### config.mk
export PLATFORM = sky130hd
export DESIGN_NAME = l1_l2_arbiter
export DESIGN_NICKNAME = d
export VERILOG_FILES = /design/src/rtl/l1_l2_arb_pkg.sv /design/src/rtl/sat_counter.sv /design/src/rtl/l1_l2_arbiter.sv
export SDC_FILE = /design/constraint.sdc
export NUM_CORES = 1
export LEC_CHECK = 0
export ABC_AREA = 1
export CAP_MARGIN = 5
export CORE_AREA = 8 8 565 567
export CTS_CLUSTER_SIZE = 16
export DETAILED_ROUTE_END_ITERATION = 8
export DIE_AREA = 0 0 573 575
export GPL_TIMING_DRIVEN = 0
export SYNTH_ARGS = -nofsm -noshare
export SYNTH_HDL_FRONTEND = slang
export SYNTH_SLANG_ARGS = --single-unit
### constraint.sdc
create_clock -name clk -period 4.1 [get_ports clk]
set_input_delay 0.615 -clock clk [delete_from_list [all_inputs] [get_ports clk]]
set_output_delay 0.615 -clock clk [all_outputs]
set_load 0.02 [all_outputs]
### src/rtl/l1_l2_arb_pkg.sv
// l1_l2_arb_pkg
//   Shared types and constants for the L1I/L1D -> L2 arbiter:
//   FSM state enum, requesting-port id enum and grant-counter width.
package l1_l2_arb_pkg;

    localparam int CNT_W = 32;

    typedef enum logic [1:0] {
        ST_IDLE    = 2'd0,
        ST_BUSY_I  = 2'd1,
        ST_BUSY_D  = 2'd2,
        ST_RELEASE = 2'd3
    } arb_state_e;

    typedef enum logic {
        PORT_I = 1'b0,
        PORT_D = 1'b1
    } port_e;

endpackage

### src/rtl/sat_counter.sv
// sat_counter
//   Saturating up-counter with synchronous clear.
//   Ports:
//     clk, rst_n   clock, async active-low reset (count -> 0)
//     i_clr        synchronous clear; wins over i_inc
//     i_inc        increment by one, holds at all-ones
//     o_count      current count
module sat_counter
    import l1_l2_arb_pkg::*;
#(
    parameter int W = CNT_W
) (
    input  logic         clk,
    input  logic         rst_n,
    input  logic         i_clr,
    input  logic         i_inc,
    output logic [W-1:0] o_count
);

    logic [W-1:0] r_count;

    always_ff @(posedge clk or negedge rst_n) begin
        if (!rst_n)
            r_count <= '0;
        else if (i_clr)
            r_count <= '0;
        else if (i_inc && (r_count != '1))
            r_count <= r_count + 1'b1;
    end

    assign o_count = r_count;

endmodule

### src/rtl/l1_l2_arbiter.sv
// l1_l2_arbiter
//   Arbitrates L1I line fills and L1D fills/writebacks onto a single L2
//   port with at most one outstanding transaction. Ties go to the port
//   that was not granted last.
//   Ports:
//     clk, rst_n                 clock, async active-low reset
//     i_addr/i_read              L1I fill request (held until i_resp)
//     i_rdata/i_resp             L1I fill data, one-cycle completion pulse
//     d_addr/d_read/d_write      L1D request (both high = write)
//     d_wdata                    L1D writeback line
//     d_rdata/d_resp             L1D fill data, one-cycle completion pulse
//     l2_addr/l2_read/l2_write   registered L2 request
//     l2_wdata                   registered L2 write line
//     l2_rdata/l2_resp           L2 read data and completion pulse
//     i/d_grant_clear            synchronous clear of grant counters
//     i/d_grant_count            saturating grant counters
module l1_l2_arbiter
    import l1_l2_arb_pkg::*;
#(
    parameter int ADDR_W = 32,
    parameter int LINE_W = 256
) (
    input  logic              clk,
    input  logic              rst_n,
    input  logic [ADDR_W-1:0] i_addr,
    input  logic              i_read,
    output logic [LINE_W-1:0] i_rdata,
    output logic              i_resp,
    input  logic [ADDR_W-1:0] d_addr,
    input  logic              d_read,
    input  logic              d_write,
    input  logic [LINE_W-1:0] d_wdata,
    output logic [LINE_W-1:0] d_rdata,
    output logic              d_resp,
    output logic [ADDR_W-1:0] l2_addr,
    output logic              l2_read,
    output logic              l2_write,
    output logic [LINE_W-1:0] l2_wdata,
    input  logic [LINE_W-1:0] l2_rdata,
    input  logic              l2_resp,
    input  logic              i_grant_clear,
    input  logic              d_grant_clear,
    output logic [CNT_W-1:0]  i_grant_count,
    output logic [CNT_W-1:0]  d_grant_count
);

    arb_state_e        r_state;
    arb_state_e        w_state_nxt;
    port_e             r_last;
    logic [ADDR_W-1:0] r_l2_addr;
    logic              r_l2_read;
    logic              r_l2_write;
    logic [LINE_W-1:0] r_l2_wdata;

    logic              w_i_req;
    logic              w_d_req;
    logic              w_grant_i;
    logic              w_grant_d;
    logic              w_busy;

    assign w_i_req = i_read;
    assign w_d_req = d_read | d_write;
    assign w_busy  = (r_state == ST_BUSY_I) || (r_state == ST_BUSY_D);

    // State register
    always_ff @(posedge clk or negedge rst_n) begin
        if (!rst_n)
            r_state <= ST_IDLE;
        else
            r_state <= w_state_nxt;
    end

    // Next-state and grant decision; grants only happen from IDLE
    always_comb begin
        w_state_nxt = r_state;
        w_grant_i   = 1'b0;
        w_grant_d   = 1'b0;
        case (r_state)
            ST_IDLE: begin
                if (w_i_req && w_d_req) begin
                    if (r_last == PORT_I) w_grant_d = 1'b1;
                    else                  w_grant_i = 1'b1;
                end else if (w_i_req) begin
                    w_grant_i = 1'b1;
                end else if (w_d_req) begin
                    w_grant_d = 1'b1;
                end
                if (w_grant_i)      w_state_nxt = ST_BUSY_I;
                else if (w_grant_d) w_state_nxt = ST_BUSY_D;
            end
            ST_BUSY_I, ST_BUSY_D: begin
                if (l2_resp) w_state_nxt = ST_RELEASE;
            end
            ST_RELEASE: w_state_nxt = ST_IDLE;
            default:    w_state_nxt = ST_IDLE;
        endcase
    end

    // Outputs: the resp pulse is a straight qualification of l2_resp by the
    // owning BUSY state, so a stray l2_resp outside BUSY never leaks through.
    always_comb begin
        i_resp = (r_state == ST_BUSY_I) && l2_resp;
        d_resp = (r_state == ST_BUSY_D) && l2_resp;
    end

    assign i_rdata = l2_rdata;
    assign d_rdata = l2_rdata;

    // L2 request registers, loaded on the grant edge and held until the
    // completion edge. wdata only changes on a D grant.
    always_ff @(posedge clk or negedge rst_n) begin
        if (!rst_n) begin
            r_l2_addr  <= '0;
            r_l2_read  <= 1'b0;
            r_l2_write <= 1'b0;
            r_l2_wdata <= '0;
            r_last     <= PORT_I;
        end else if (w_grant_i) begin
            r_l2_addr  <= i_addr;
            r_l2_read  <= 1'b1;
            r_l2_write <= 1'b0;
            r_last     <= PORT_I;
        end else if (w_grant_d) begin
            r_l2_addr  <= d_addr;
            // read+write together is a writeback
            r_l2_read  <= ~d_write;
            r_l2_write <= d_write;
            r_l2_wdata <= d_wdata;
            r_last     <= PORT_D;
        end else if (w_busy && l2_resp) begin
            r_l2_read  <= 1'b0;
            r_l2_write <= 1'b0;
        end
    end

    assign l2_addr  = r_l2_addr;
    assign l2_read  = r_l2_read;
    assign l2_write = r_l2_write;
    assign l2_wdata = r_l2_wdata;

    sat_counter #(.W(CNT_W)) u_i_cnt (
        .clk     (clk),
        .rst_n   (rst_n),
        .i_clr   (i_grant_clear),
        .i_inc   (w_grant_i),
        .o_count (i_grant_count)
    );

    sat_counter #(.W(CNT_W)) u_d_cnt (
        .clk     (clk),
        .rst_n   (rst_n),
        .i_clr   (d_grant_clear),
        .i_inc   (w_grant_d),
        .o_count (d_grant_count)
    );

endmodule
Word level (Yosys, flattened, before mapping):

Cells that the tools add are included.

* ROM bits: 0
* memories kept: 0
* RAM bits: 0
* flip-flop bits (word level): 357
* latch bits: 0
* logic and storage cells: 63

* muxes and demuxes: 28
* shifts and indexed selects: 0
* $lt $le $gt $ge: 0
* divide/modulo/power cells: 0
* reductions and logical operators: 15
* add/sub/neg operators: 2
* bitwise operators: 3
* equality and inequality tests: 7
* $mul: 0

Operator list (number)
* 32-bit two-way mux: 6
* 32-bit by 1-bit adder with 32-bit output, second input constant: 2
* 32-bit != test, second input constant: 2
* 1-bit two-way mux: 18
* 1-bit logical AND: 6
* 2-bit two-way mux: 3
* 2-bit one-hot mux with 3 select lines: 1
* 2-bit nonzero test: 3
* 2-bit equality test, second input constant: 2
* 2-bit AND reduction: 2
* 3-bit by 1-bit != test with 1-bit output, second input constant: 1
* 3-bit nonzero test: 1
* 2-bit by 1-bit equality test with 1-bit output, second input constant: 1
* 2-bit zero test: 1
* 2-bit != test, second input constant: 1
* 1-bit NOT: 2
* 2-bit OR reduction: 1
* 1-bit logical OR: 1
* 1-bit OR: 1

Logic depth before layout (Yosys ltp):

Gate-level depths: netlist of the first run.

* word-level depth: 9
* depth in mapped cells: 12
* gate-level depth less buffers: 11

By module:

A second synthesis of the first run with hierarchy kept.

* cell total of the unflattened synthesis: 2511
* area total of the unflattened synthesis: 19735.2 sq um

Modules (own cells, without submodules)
* l1_l2_arbiter: instances 1, sequential area each 7332.0 sq um, area each 15248.4 sq um, cells an instance 1821
* sat_counter: instances 2, sequential area each 800.8 sq um, area each 2243.4 sq um, cells an instance 345

Least setup slack after synthesis of the first run:

Ideal clock, no wire load.

* kind: reg-to-reg
* start: reg u_i_cnt.r_count[1] (netlist: u_i_cnt.o_count[1])
* end: reg u_i_cnt.r_count[19] (netlist: u_i_cnt.o_count[19])
* slack: 2.314 ns
* data arrival time: 1.668 ns
* clock period less this slack: 1.786 ns
* cell stages (with the launch flop): 12
* cell sequence: dfrtp_1 > ha_1 > nand2_1 > nor2_2 > nand2_4 > nor2_8 > nand2_2 > nand2_2 > nand2_4 > buf_2 > nand3_1 > nand2_1

* cells in the longest elaborated chain, start to end: 3
* elaborated cells on any way between the ends: 6

RTL lines
* from (decl): RTL line sat_counter.sv:20 `logic [W-1:0] r_count;`
* from (signal assigned): RTL line sat_counter.sv:28 `r_count <= r_count + 1'b1;`
* 32-bit by 1-bit adder with 32-bit output or 32-bit != test (tied branches): RTL line sat_counter.sv:28, sat_counter.sv:27
* 32-bit two-way mux or 1-bit logical AND (tied branches): RTL line sat_counter.sv:27 `else if (i_inc && (r_count != '1))`
* 32-bit two-way mux or 2-bit nonzero test (tied branches)

Several ways; a longest one is shown, not always the timed one. The select of a mux whose other input is x is not followed.
A chain may end at the register's enable or synchronous reset.

Worst setup path in the final report of the first run:

* start: reg r_state[0]
* end: reg r_l2_wdata[213] (netlist: l2_wdata[213])

* cells in the longest elaborated chain, start to end: 4
* elaborated cells on any way between the ends: 5

RTL lines
* from (decl): RTL line l1_l2_arbiter.sv:47 `arb_state_e r_state;`
* from (signal assigned): RTL line l1_l2_arbiter.sv:70 `r_state <= w_state_nxt;`
* 2-bit zero test *: RTL line l1_l2_arbiter.sv:78 `case (r_state)`
* 1-bit two-way mux: RTL line l1_l2_arbiter.sv:78
* 1-bit NOT (no source line)
* 2-bit AND reduction (no source line) *
* to (signal assigned): RTL line l1_l2_arbiter.sv:128 `r_l2_wdata <= d_wdata;`
* to (decl): RTL line l1_l2_arbiter.sv:53 `logic [LINE_W-1:0] r_l2_wdata;`

Every way passes the cells marked *; elsewhere a longest branch is shown, timed or not.

==> summary.txt, run 1 <==
Clock network
  – CTS Root Buffer Type: clkbuf_16
  – H-tree Lvls: 2
  – CTS tree: built
  – Clk Latency, worst-skew pair: 0.69 ns
  – Clk sinks: 357
  – Total CTS buffers: a little under 50
  – Clock Path Buffers: 3
  – Clk slew on worst S/H paths: approximately 0.06 ns
  – Setup Buffers After CTS: 0

Worst setup path
  – Reg2reg start: r_state[0]
  – CP most frequent cell: buf_2
  – Worst reg2reg setup slack: around 0.36 ns
  – Worst Path Arrival: 4.32 ns
  – Crit Path Class: register to register
  – Data required, critical path: 4.68 ns
  – Critical path fanouts, max: 10
  – CP max stage delay: 0.72 ns
  – Worst path slowest cell: nand3_2
  – Reg2Reg Depth: 9
  – Startpoint types: register
  – Crit path max-delay family: buffers and inverters
  – Buf/Inv on CP: 5
  – Worst r2r dst: l2_wdata[213]
  – Cell Chain, Critical Path: inv_1 -> ha_1 -> nand3_2 -> inv_1 -> buf_2 -> buf_2 -> buf_2 -> nand2_1 -> nand2_1
  – Endpoint class of the critical path: register

Worst hold path
  – Worst Hold Launch: i_grant_clear
  – Min-Delay Endpoint: u_i_cnt.o_count[15]
  – Min-Delay Path Class: input port to register
  – Hold path cells: 4

Synthesis
  – Yosys reg bits: 357
  – Distinct cells, synth: 35
  – Avg Cell Area, Syn: ~7.8 µm²
  – Post-synth design cell area: 19,500 µm²
  – Yosys warnings: 0
  – Sequential element share of the synthesized area: 45.9%
  – Cells after synthesis: 2,494
  – Synth Net Count: 3,084

Timing
  – RSZ-0062 raised after global routing: false
  – Period utilization: 91.3%
  – Max Clock Freq: 0.267 GHz
  – Fin Setup TNS: 0 ns
  – Clock Skew: approximately 0.037 ns
  – Final Max Tran Viols: 0
  – Final min period: 3.74 ns
  – Final setup viols: 0
  – Slew headroom: 25.4%
  – Final count of hold timing violations: 0
  – Least-Margin Pin Slew: 1.12 ns

Placed design
  – Post-placement cell area: 36,700 µm²
  – GPL Wtd Cong: 0.998
  – Port Buffers: 1,193
  – Post-DP HPWL: 214,000 µm

Global routing
  – Met3 Use GR: 11.0%
  – GRT overflow: 0
  – Largest net degree at the start of global routing: 99
  – Met2 Use GR: 20.8%
  – First-pass GRT wire length: ~280,000 µm
  – Vias in the first global route: 21,900
  – Met1 usage: 14.3%
  – Initial antenna violation count: 131
  – Global route hottest layer: met2
  – GRT Total Usage: a little over an eighth

Power and ir drop
  – Leakage power: around 0.016 µW
  – Pwr dens: 587 nW/µm²
  – Maximum VDD drop: 0.292 mV
  – Register share of total power: 25.7%
  – Sw frac: between 40% and 50%
  – Internal: 11,700 µW
  – Clk pwr share: 20.5%
  – Switch Pwr: 10,900 µW
  – Comb pwr share: 53.8%

Detailed routing
  – DR vias: 22,100
  – Wire length per cell: between 20 and 30 µm
  – Vias per cell: 2.77
  – Drt first pass iters: 5
  – Final wirelength: 235,000 µm
  – Antenna-violating nets left: 0
  – Initial DRC count: 2,022
  – Drt drc: 0

Finish
  – Share of cells above drive strength 1: 17.5%
  – Finished Cell Area: 38,500 µm²
  – Nets: 4,332
  – Area grow syn2layout: 97.6%

Floorplan
  – # IOs: 1,452
  – Die Y: 575 µm
  – Die Wd: 573 µm
  – Core area: 310,000 µm²
  – Die area: 329,000 µm²
  – # rows: 205
  – Initial core utilization: roughly 6.3%

Run
  – Max cap viols: 0

Outcome
  – Status: complete, no violations
[worst register-to-register path, cell delays in order, from the launching register on]
cell     delay (ns)
dfrtp_1        0.38
inv_1          0.13
ha_1           0.24
nand3_2        0.72
inv_1          0.34
buf_2          0.61
buf_2          0.48
buf_2          0.48
nand2_1        0.18
nand2_1        0.09
[power groups by stage]
stage	Sequential [µW]	Clock, µW	Combinational (µW)
2_1_floorplan	7280	0	2900
3_5_place_dp	5790	0	12400
6_report	5800	4620	12100
4_1_cts	5780	4840	12500
3_3_place_gp	5790	0	12500
5_1_grt	5940	4920	13100
[metrics by stage]
stage	total power, µW	utilization [%]	instances	hold WS [ns]	setup slack [ns]
floorplan	10200	-	2494	0.319	2.31
global placement	18200	11.8	7827	0.462	-15.80
detailed placement	18200	11.8	7830	0.464	-0.376
CTS	23100	12.4	7920	0.336	0.00793
global route	24000	12.4	7950	0.412	0.0699
finish	22600	12.4	7959	0.449	0.358
[area by class of cell]
class / instances / area, µm²
diodes: 39 / 97.6
plain buffers: 594 / 4230
fillers: 35800 / 272000
inverters: 76 / 295
flip-flops and latches: 357 / 8930
clock buffers: 64 / 1370
well taps: 4140 / 5180
multi-input cells: 1467 / 6000
repair buffers: 1197 / 12000
clock inverters: 25 / 310
[cells in the mapped netlist]
cell type  instances  share of area [%]
a21oi_1           24               0.62
a21oi_2            2              0.090
and2_1             2              0.064
buf_1              2              0.039
buf_2             30               0.77
buf_4            512                 20
buf_6              6               0.35
clkbuf_1          44               0.85
clkinv_1           2              0.039
clkinv_4           1              0.045
dfrtp_1          357                 46
ha_1               6               0.39
inv_1             71                1.4
inv_2              1              0.019
inv_6              1              0.045
nand2_1         1144                 22
nand2_2            5               0.16
nand2_4            4               0.23
nand3_1           91                2.3
nand3_2            1              0.051
nand3b_1           2              0.077
nand4_1           16               0.51
nor2_1           109                2.1
nor2_2             7               0.22
nor2_4             3               0.17
nor2_8             2               0.21
nor3_1             4               0.10
o2111ai_1          2              0.090
o21ai_0           13               0.33
o21ai_1           15               0.39
o21bai_1           1              0.039
o22ai_1            3              0.096
o2bb2ai_1          1              0.045
xnor2_1            5               0.22
xor2_1             5               0.22
[registers in the layout, indices dropped and copies added, names as in the netlist]
name and count:
r_state 2, u_d_cnt.o_count 32, l2_addr 32, l2_write 1
l2_wdata 256, l2_read 1, r_last 1, u_i_cnt.o_count 32
[worst max path at each step]
stage                        from                  end  depth (start not counted)
2_1_floorplan  u_i_cnt.o_count[1]  u_i_cnt.o_count[19]                         11
3_3_place_gp                rst_n  u_i_cnt.o_count[26]                          1
3_5_place_dp              d_write        l2_wdata[213]                         10
4_1_cts                r_state[0]        l2_wdata[213]                          9
5_1_grt                r_state[1]        l2_wdata[213]                          9
6_report               r_state[0]        l2_wdata[213]                          9
[routing by layer]
layer	vias up	share of wire (%)
met5	-	0.37
met4	134	3.7
met3	375	18
met2	1586	42
met1	10300	35
li1	9661	-
[logic make-up (layout without fill, tap and decap cells)]
group	Yosys count	count (layout)	synth area share, %
and+or+nand+nor	1390	1390	28.3
buffers and inverters	670	1956	23.3
other	0	39	0
adders and majority gates	6	6	0.386
DFF	357	357	45.9
xor gates and xnor gates	10	10	0.450
AOI/OAI and AO/OA	61	61	1.70
[cell usage in the layout, fill, tap and decap left out, types with 16 or more instances in the layout]
cell type	instances
nand4_1	16
clkbuf_16	49
clkbuf_1	50
nand3_1	91
inv_1	71
diode_2	39
dfrtp_1	357
nor2_1	109
a21oi_1	24
clkdlybuf4s50_1	1192
buf_4	512
buf_2	30
nand2_1	1144
[what timing repair did]
item	in CTS	in global routing
hold endpoints to repair	89	0
hold buffers	1	0
gates resized for setup	0	0
endpoints found under the setup margin	0	0
No activity file was read; power rests on OpenSTA's default activity.
==> run 2: changes to the inputs <==
- CORE_AREA: 8 8 565 567 -> 8 8 553 555
- DIE_AREA: 0 0 573 575 -> 0 0 561 563
- SYNTH_HIERARCHICAL: not set -> 1
==> run 2 against run 1 <==
Net effect: global-route usage down 1.2 points; hold slack improved by 0.025 ns; area after synthesis is 1.4% higher; power fell by 5.2%; cell area down 0.18%; via count decreased by 0.53%; synthesized cell count rose by 0.68%; register-to-register slack improved by 0.53 ns; worst setup slack improved by 0.53 ns; utilization up 0.50 points; highest routed layer unchanged; combinational power shrank 7%; largest power group unchanged.
==> summary.txt, run 2 <==
Timing
  – Max Clock Freq: around 0.31 GHz
  – Fin Setup TNS: 0 ns
  – Least-Margin Pin Slew: roughly 0.9 ns
  – Clock Skew: about 0.049 ns
  – Slew headroom: around two fifths
  – Final Max Tran Viols: 0
  – Final setup viols: 0
  – RSZ-0062 raised after global routing: false
  – Final min period: 3.22 ns
  – Period utilization: between 70% and 80%
  – Final count of hold timing violations: 0

Clock network
  – Total CTS buffers: 48
  – H-tree Lvls: 2
  – Setup Buffers After CTS: 0
  – CTS tree: built
  – Clock Path Buffers: 3
  – Post-CTS sizing: 0
  – Clk Latency, worst-skew pair: 0.68 ns
  – Clk slew on worst S/H paths: about 0.060 ns
  – CTS Root Buffer Type: clkbuf_16
  – Clk sinks: ~360

Synthesis
  – Commonest cells in the netlist: nand2_1, buf_4, dfrtp_1, nand3_1, nor2_1
  – Synth Net Count: 3,101
  – Synth top area share: 45.3%
  – Asr flop ratio synth: 100%
  – Number of synthesized flops with an enable pin: 0
  – Dominant cells by area after synthesis: dfrtp_1, nand2_1, buf_4, nand3_1, nor2_1
  – Yosys warnings: 6
  – Post-synth design cell area: approximately 20,000 µm²
  – Post-synth top flop: dfrtp_1
  – Distinct cells, synth: 28
  – Avg Cell Area, Syn: 7.86 µm²
  – Most numerous cell in the Yosys netlist: nand2_1
  – Sequential element share of the synthesized area: 45.3%
  – Synth area leader: dfrtp_1
  – Cells after synthesis: 2,511
  – Yosys reg bits: between 300 and 400

Worst setup path
  – CP max stage delay: 0.47 ns
  – CP most frequent cell: buf_2
  – Worst path slowest cell: a21oi_1
  – Startpoint types: register
  – Crit Path Class: register to register
  – Endpoint class of the critical path: register
  – Worst Path Arrival: 3.81 ns
  – Data required, critical path: roughly 4.7 ns
  – Cell Chain, Critical Path: inv_1 -> ha_1 -> buf_2 -> nand3_2 -> inv_2 -> buf_4 -> buf_2 -> inv_1 -> a21oi_1 -> buf_2 -> nand4_1 -> nand2_1
  – Critical path fanouts, max: 11

Floorplan
  – Initial core utilization: 6.63%
  – Die Y: 563 µm
  – # IOs: 1,452
  – Die Wd: 561 µm
  – Die area: 316,000 µm²
  – # rows: about 200
  – Core area: 298,000 µm²

Detailed routing
  – Initial DRC count: around 1,500
  – Antenna-violating nets left: 0
  – Drt first pass iters: 5
  – Final wirelength: 207,000 µm
  – Drt drc: 0
  – Wire length per cell: 26.6 µm
  – Vias per cell: 2.82
  – DR vias: 22,000

Finish
  – Area grow syn2layout: 94.6%
  – Flip-flop count of the largest register after layout: 256
  – Commonest non-fill, non-tap cell in the layout: clkdlybuf4s50_1
  – Multi-input logic area: 6190 µm²
  – Share of cells above drive strength 1: a little under a fifth
  – FF/Latch Area: 8930 µm²
  – Fill cell count: 34,300
  – Commonest cells after routing, fill and taps aside: clkdlybuf4s50_1, nand2_1, buf_4, dfrtp_1, nand3_1
  – Nets: approximately 4,400
  – Finished Cell Area: ~38,000 µm²

Global routing
  – Initial antenna violation count: 92
  – GRT overflow: 0
  – GRT Total Usage: 12.4%
  – Vias in the first global route: ~21,000
  – Largest net degree at the start of global routing: ~100
  – First-pass GRT wire length: 252,000 µm

Placed design
  – GPL Wtd Cong: 0.940
  – Post-DP HPWL: around 190,000 µm
  – Post-placement cell area: 36,700 µm²
  – Port Buffers: approximately 1,200

Run
  – Max cap viols: 0

Outcome
  – Status: complete, no violations

Worst hold path
  – Min-Delay Path Class: input port to register

Power and ir drop
  – Pwr dens: 557 nW/µm²
  – Maximum VDD drop: 0.339 mV
  – Leakage power: 0.0165 µW
run 2: cell count changes after synthesis, sizes merged, moves of 4 or more:
cell    delta
nand2     -50
o21ai      +4
nand3     +74
a21oi     -17
clkbuf    -13
xor2       +5
nor3       -4
buf       +21
run 2: per-stage QoR:
step,instances,hold WS (ns),setup slack (ns),utilization (%),power (µW)
floorplan,2511,0.319,2.09,-,10300
global placement,7664,0.463,-15.58,12.3,17200
detailed placement,7667,0.464,0.193,12.3,17200
CTS,7757,0.389,0.611,12.9,21800
global route,7767,0.441,0.477,12.9,22700
finish,7784,0.473,0.884,12.9,21400
run 2: kinds of logic after synthesis:
family                     Yosys count  share of synthesized area [%]
and+or+nand+nor                   1411                           29.1
buffers and inverters              676                           23.3
DFF                                357                           45.3
AOI/OAI and AO/OA                   43                           1.12
xor gates and xnor gates            18                          0.799
adders and majority gates            6                          0.380
run 2: what timing repair did:
action                                 4_1_cts  5_1_grt
hold buffers                                 1        0
setup endpoints to repair                    0        0
endpoints found under the hold margin       57        0
run 2: critical path, delay by kind of cell (launching register included):
family	cells	cell delay [ns]
AO/OA/AOI/OAI	1	0.47
adder cells (fa/ha/maj)	1	0.14
buffers and inverters	7	1.56
flip-flops	1	0.40
AND/OR/NAND/NOR	3	0.59
run 2: final timing paths:
path	from	endpoint	slack (ns)	depth (start not counted)
max	r_state[1]	u_d_cnt/o_count[28]	0.88	12
min	d_wdata[183]	l2_wdata[183]	0.47	3
max reg2reg	r_state[1]	u_d_cnt/o_count[28]	0.88	12
min reg2reg	l2_wdata[31]	l2_wdata[31]	0.47	2
max in group asynchronous	rst_n	l2_wdata[253]	1.91	4
min in group asynchronous	rst_n	l2_wdata[38]	0.48	2
run 2: metal layers:
metal  part of all wire [%]  vias to the layer above  global-route usage, %  wire, µm
met5                   0.33                        -                      0       682
met4                    2.7                       90                   2.98      5530
met3                     20                      276                   10.9     41800
met2                     39                     1508                   17.4     81600
met1                     37                    10300                   13.9     77700
li1                       -                     9752                      -         -
run 2: power by group:
part           leakage, µW  total [µW]  internal, µW  switching (µW)
Combinational       0.0112       11200          4220            7000
Sequential         0.00455        5820          4910             908
Clock             0.000785        4350          2500            1850
run 2: layout make-up:
type	count	share of cell area [%]
Sequential cell	357	23.3
Multi-Input combinational cell	1478	16.1
Clock buffer	67	3.52
Timing Repair Buffer	1199	31.4
Buffer	602	11.3
Tap cell	3958	12.9
Antenna cell	27	0.176
Clock inverter	22	0.603
Inverter	74	0.723
==> run 3: changes to the inputs <==
- clock period: 4.1 -> 3.3 ns (I/O delays scaled with it)
==> run 3 against run 2 <==
Net effect: count of clock-buffer cells in the layout unchanged; global-route usage hardly changed; non-clock buffer count unchanged; sequential cell count unchanged; fmax up 6.4%; clock power is 24% higher; critical path depth shrank 2; worst setup slack got worse by 0.61 ns; wire length hardly changed; utilization hardly changed; clock skew shrank 0.0079 ns; largest power group unchanged.
==> summary.txt, run 3 (synthesis gave the netlist of run 2 again) <==
Outcome
  – Status: complete, no violations

Placed design
  – Post-DP HPWL: 189,000 µm
  – Post-Place Cells: 7,667
  – Post-placement cell area: 36,700 µm²
  – GPL Wtd Cong: 0.940
  – Port Buffers: 1,195

Floorplan
  – Die area: 316,000 µm²
  – Die Y: 563 µm
  – # IOs: 1,452
  – Core area: 298,000 µm²
  – Die Wd: 561 µm
  – Initial core utilization: about 6.6%
  – # rows: 201

Clock network
  – Clk sinks: 357
  – CTS Root Buffer Type: clkbuf_16
  – Total CTS buffers: 48
  – Setup Buffers After CTS: 0
  – Clock Path Buffers: 3
  – CTS tree: built
  – Clk slew on worst S/H paths: approximately 0.060 ns
  – Clk Latency, worst-skew pair: 0.68 ns
  – H-tree Lvls: 2

Detailed routing
  – Drt first pass iters: 5
  – Initial DRC count: 1,552
  – DR vias: between 20,000 and 25,000
  – Wire length per cell: roughly 27 µm
  – Drt drc: 0
  – Vias per cell: about 2.8
  – Antenna-violating nets left: 0
  – Final wirelength: 207,000 µm

Timing
  – Hold Worst Slack: 0.355 ns
  – Final min period: 3.02 ns
  – Final setup viols: 0
  – Period utilization: between 90 and 100%
  – Least-Margin Pin Slew: 0.885 ns
  – Max Clock Freq: about 0.33 GHz
  – Slew headroom: 40.8%
  – Final count of hold timing violations: 0
  – RSZ-0062 raised after global routing: false
  – Fin Setup TNS: 0 ns
  – Clock Skew: approximately 0.041 ns
  – Final Max Tran Viols: 0

Global routing
  – First-pass GRT wire length: 252,000 µm
  – Initial antenna violation count: 92
  – Vias in the first global route: 21,500
  – Largest net degree at the start of global routing: 104
  – GRT overflow: 0
  – GRT Total Usage: between 10% and 20%

Worst setup path
  – Worst r2r dst: u_i_cnt/o_count[27]
  – CP startpoint: r_state[1]
  – Crit Path Class: register to register
  – Worst Path Arrival: between 3 and 4 ns
  – Data required, critical path: a little under 4 ns
  – Reg2Reg Depth: 10
  – Reg2reg start: r_state[1]
  – Worst reg2reg setup slack: 0.28 ns
  – Startpoint types: register
  – Worst Setup EP: u_i_cnt/o_count[27]
  – Endpoint class of the critical path: register
  – Critical path fanouts, max: 10

Power and ir drop
  – Comb pwr share: 52.5%
  – Internal: 14,500 µW
  – Maximum VDD drop: 0.421 mV
  – Sw frac: 45.6%
  – Register share of total power: 27.2%
  – Total power draw: 26,600 µW
  – Switch Pwr: 12,100 µW
  – Pwr dens: ~690 nW/µm²
  – Clk pwr share: 20.3%
  – Leakage power: 0.0165 µW

Finish
  – Post-Layout Cell Count: 7,783
  – Commonest cells after routing, fill and taps aside: clkdlybuf4s50_1, nand2_1, buf_4, dfrtp_1, nand3_1
  – Commonest non-fill, non-tap cell in the layout: clkdlybuf4s50_1
  – Fill cell count: around 34,000
  – Finished Cell Area: 38,400 µm²
  – Area grow syn2layout: 94.6%
  – Flip-flop count of the largest register after layout: between 200 and 300
  – Share of cells above drive strength 1: between 10% and 20%
  – Nets: 4,350

Worst hold path
  – Min-Delay Path Class: input port to register

Run
  – Max cap viols: 0
-- run 3: changes by cell type in the layout (fill, tap and decap cells not counted), sizes merged --
cell / delta
diode: -1
-- run 3: timing repair --
action / CTS / global route
resized for setup: 1 / 1
hold buffers: 1 / 0
setup endpoints to repair: 10 / 10
hold endpoints to repair: 57 / 0
-- run 3: per-layer routing --
metal | GRT usage, % | wire length [µm]
met1 | 13.9 | 77600
met2 | 17.5 | 81800
met3 | 10.9 | 41900
met4 | 2.98 | 5280
met5 | 0 | 668
-- run 3: worst max-delay path, cell delays in order, from the launching register on --
cell	delay [ns]
dfrtp_1	0.40
inv_1	0.11
ha_1	0.14
buf_2	0.24
nand3_1	0.45
inv_1	0.57
inv_1	0.08
a21oi_1	0.36
buf_2	0.34
nand4_1	0.16
nand2_1	0.10
-- run 3: power groups by stage --
stage	combinational [µW]	sequential, µW	clock [µW]
2_1_floorplan	3770	9060	0
3_3_place_gp	14200	7210	0
3_5_place_dp	14200	7200	0
4_1_cts	14300	7200	5600
5_1_grt	15000	7390	5730
6_report	13900	7230	5400
-- run 3: how the worst min path moves through the flow --
stage	from	endpoint	slack [ns]	depth (start not counted)
floorplan	rst_n	l2_addr[0]	0.20	0
global placement	l2_wdata[81]	l2_wdata[81]	0.46	2
detailed placement	l2_wdata[46]	l2_wdata[46]	0.46	2
CTS	d_wdata[209]	l2_wdata[209]	0.27	3
global route	d_wdata[244]	l2_wdata[244]	0.32	3
finish	d_wdata[183]	l2_wdata[183]	0.35	3
-- run 3: metrics by stage --
| step | worst slack, ns | util [%] |
|---|---|---|
| after floorplan | 1.29 | - |
| after global placement | -16.26 | 12.3 |
| after detailed placement | -0.487 | 12.3 |
| after CTS | 0.0286 | 12.9 |
| after global routing | 0.0419 | 12.9 |
| final | 0.278 | 12.9 |
-- run 3: cell type report --
class | count | area (µm²) | area share (%)
timing repair buffer | 1199 | 12100 | 31.4
inverter | 74 | 278 | 0.723
clock inverter | 22 | 231 | 0.603
antenna | 26 | 65.1 | 0.169
clock buffer | 67 | 1350 | 3.52
sequential | 357 | 8930 | 23.3
tap | 3958 | 4950 | 12.9
buffer | 602 | 4330 | 11.3
multi-input combinational | 1478 | 6210 | 16.2
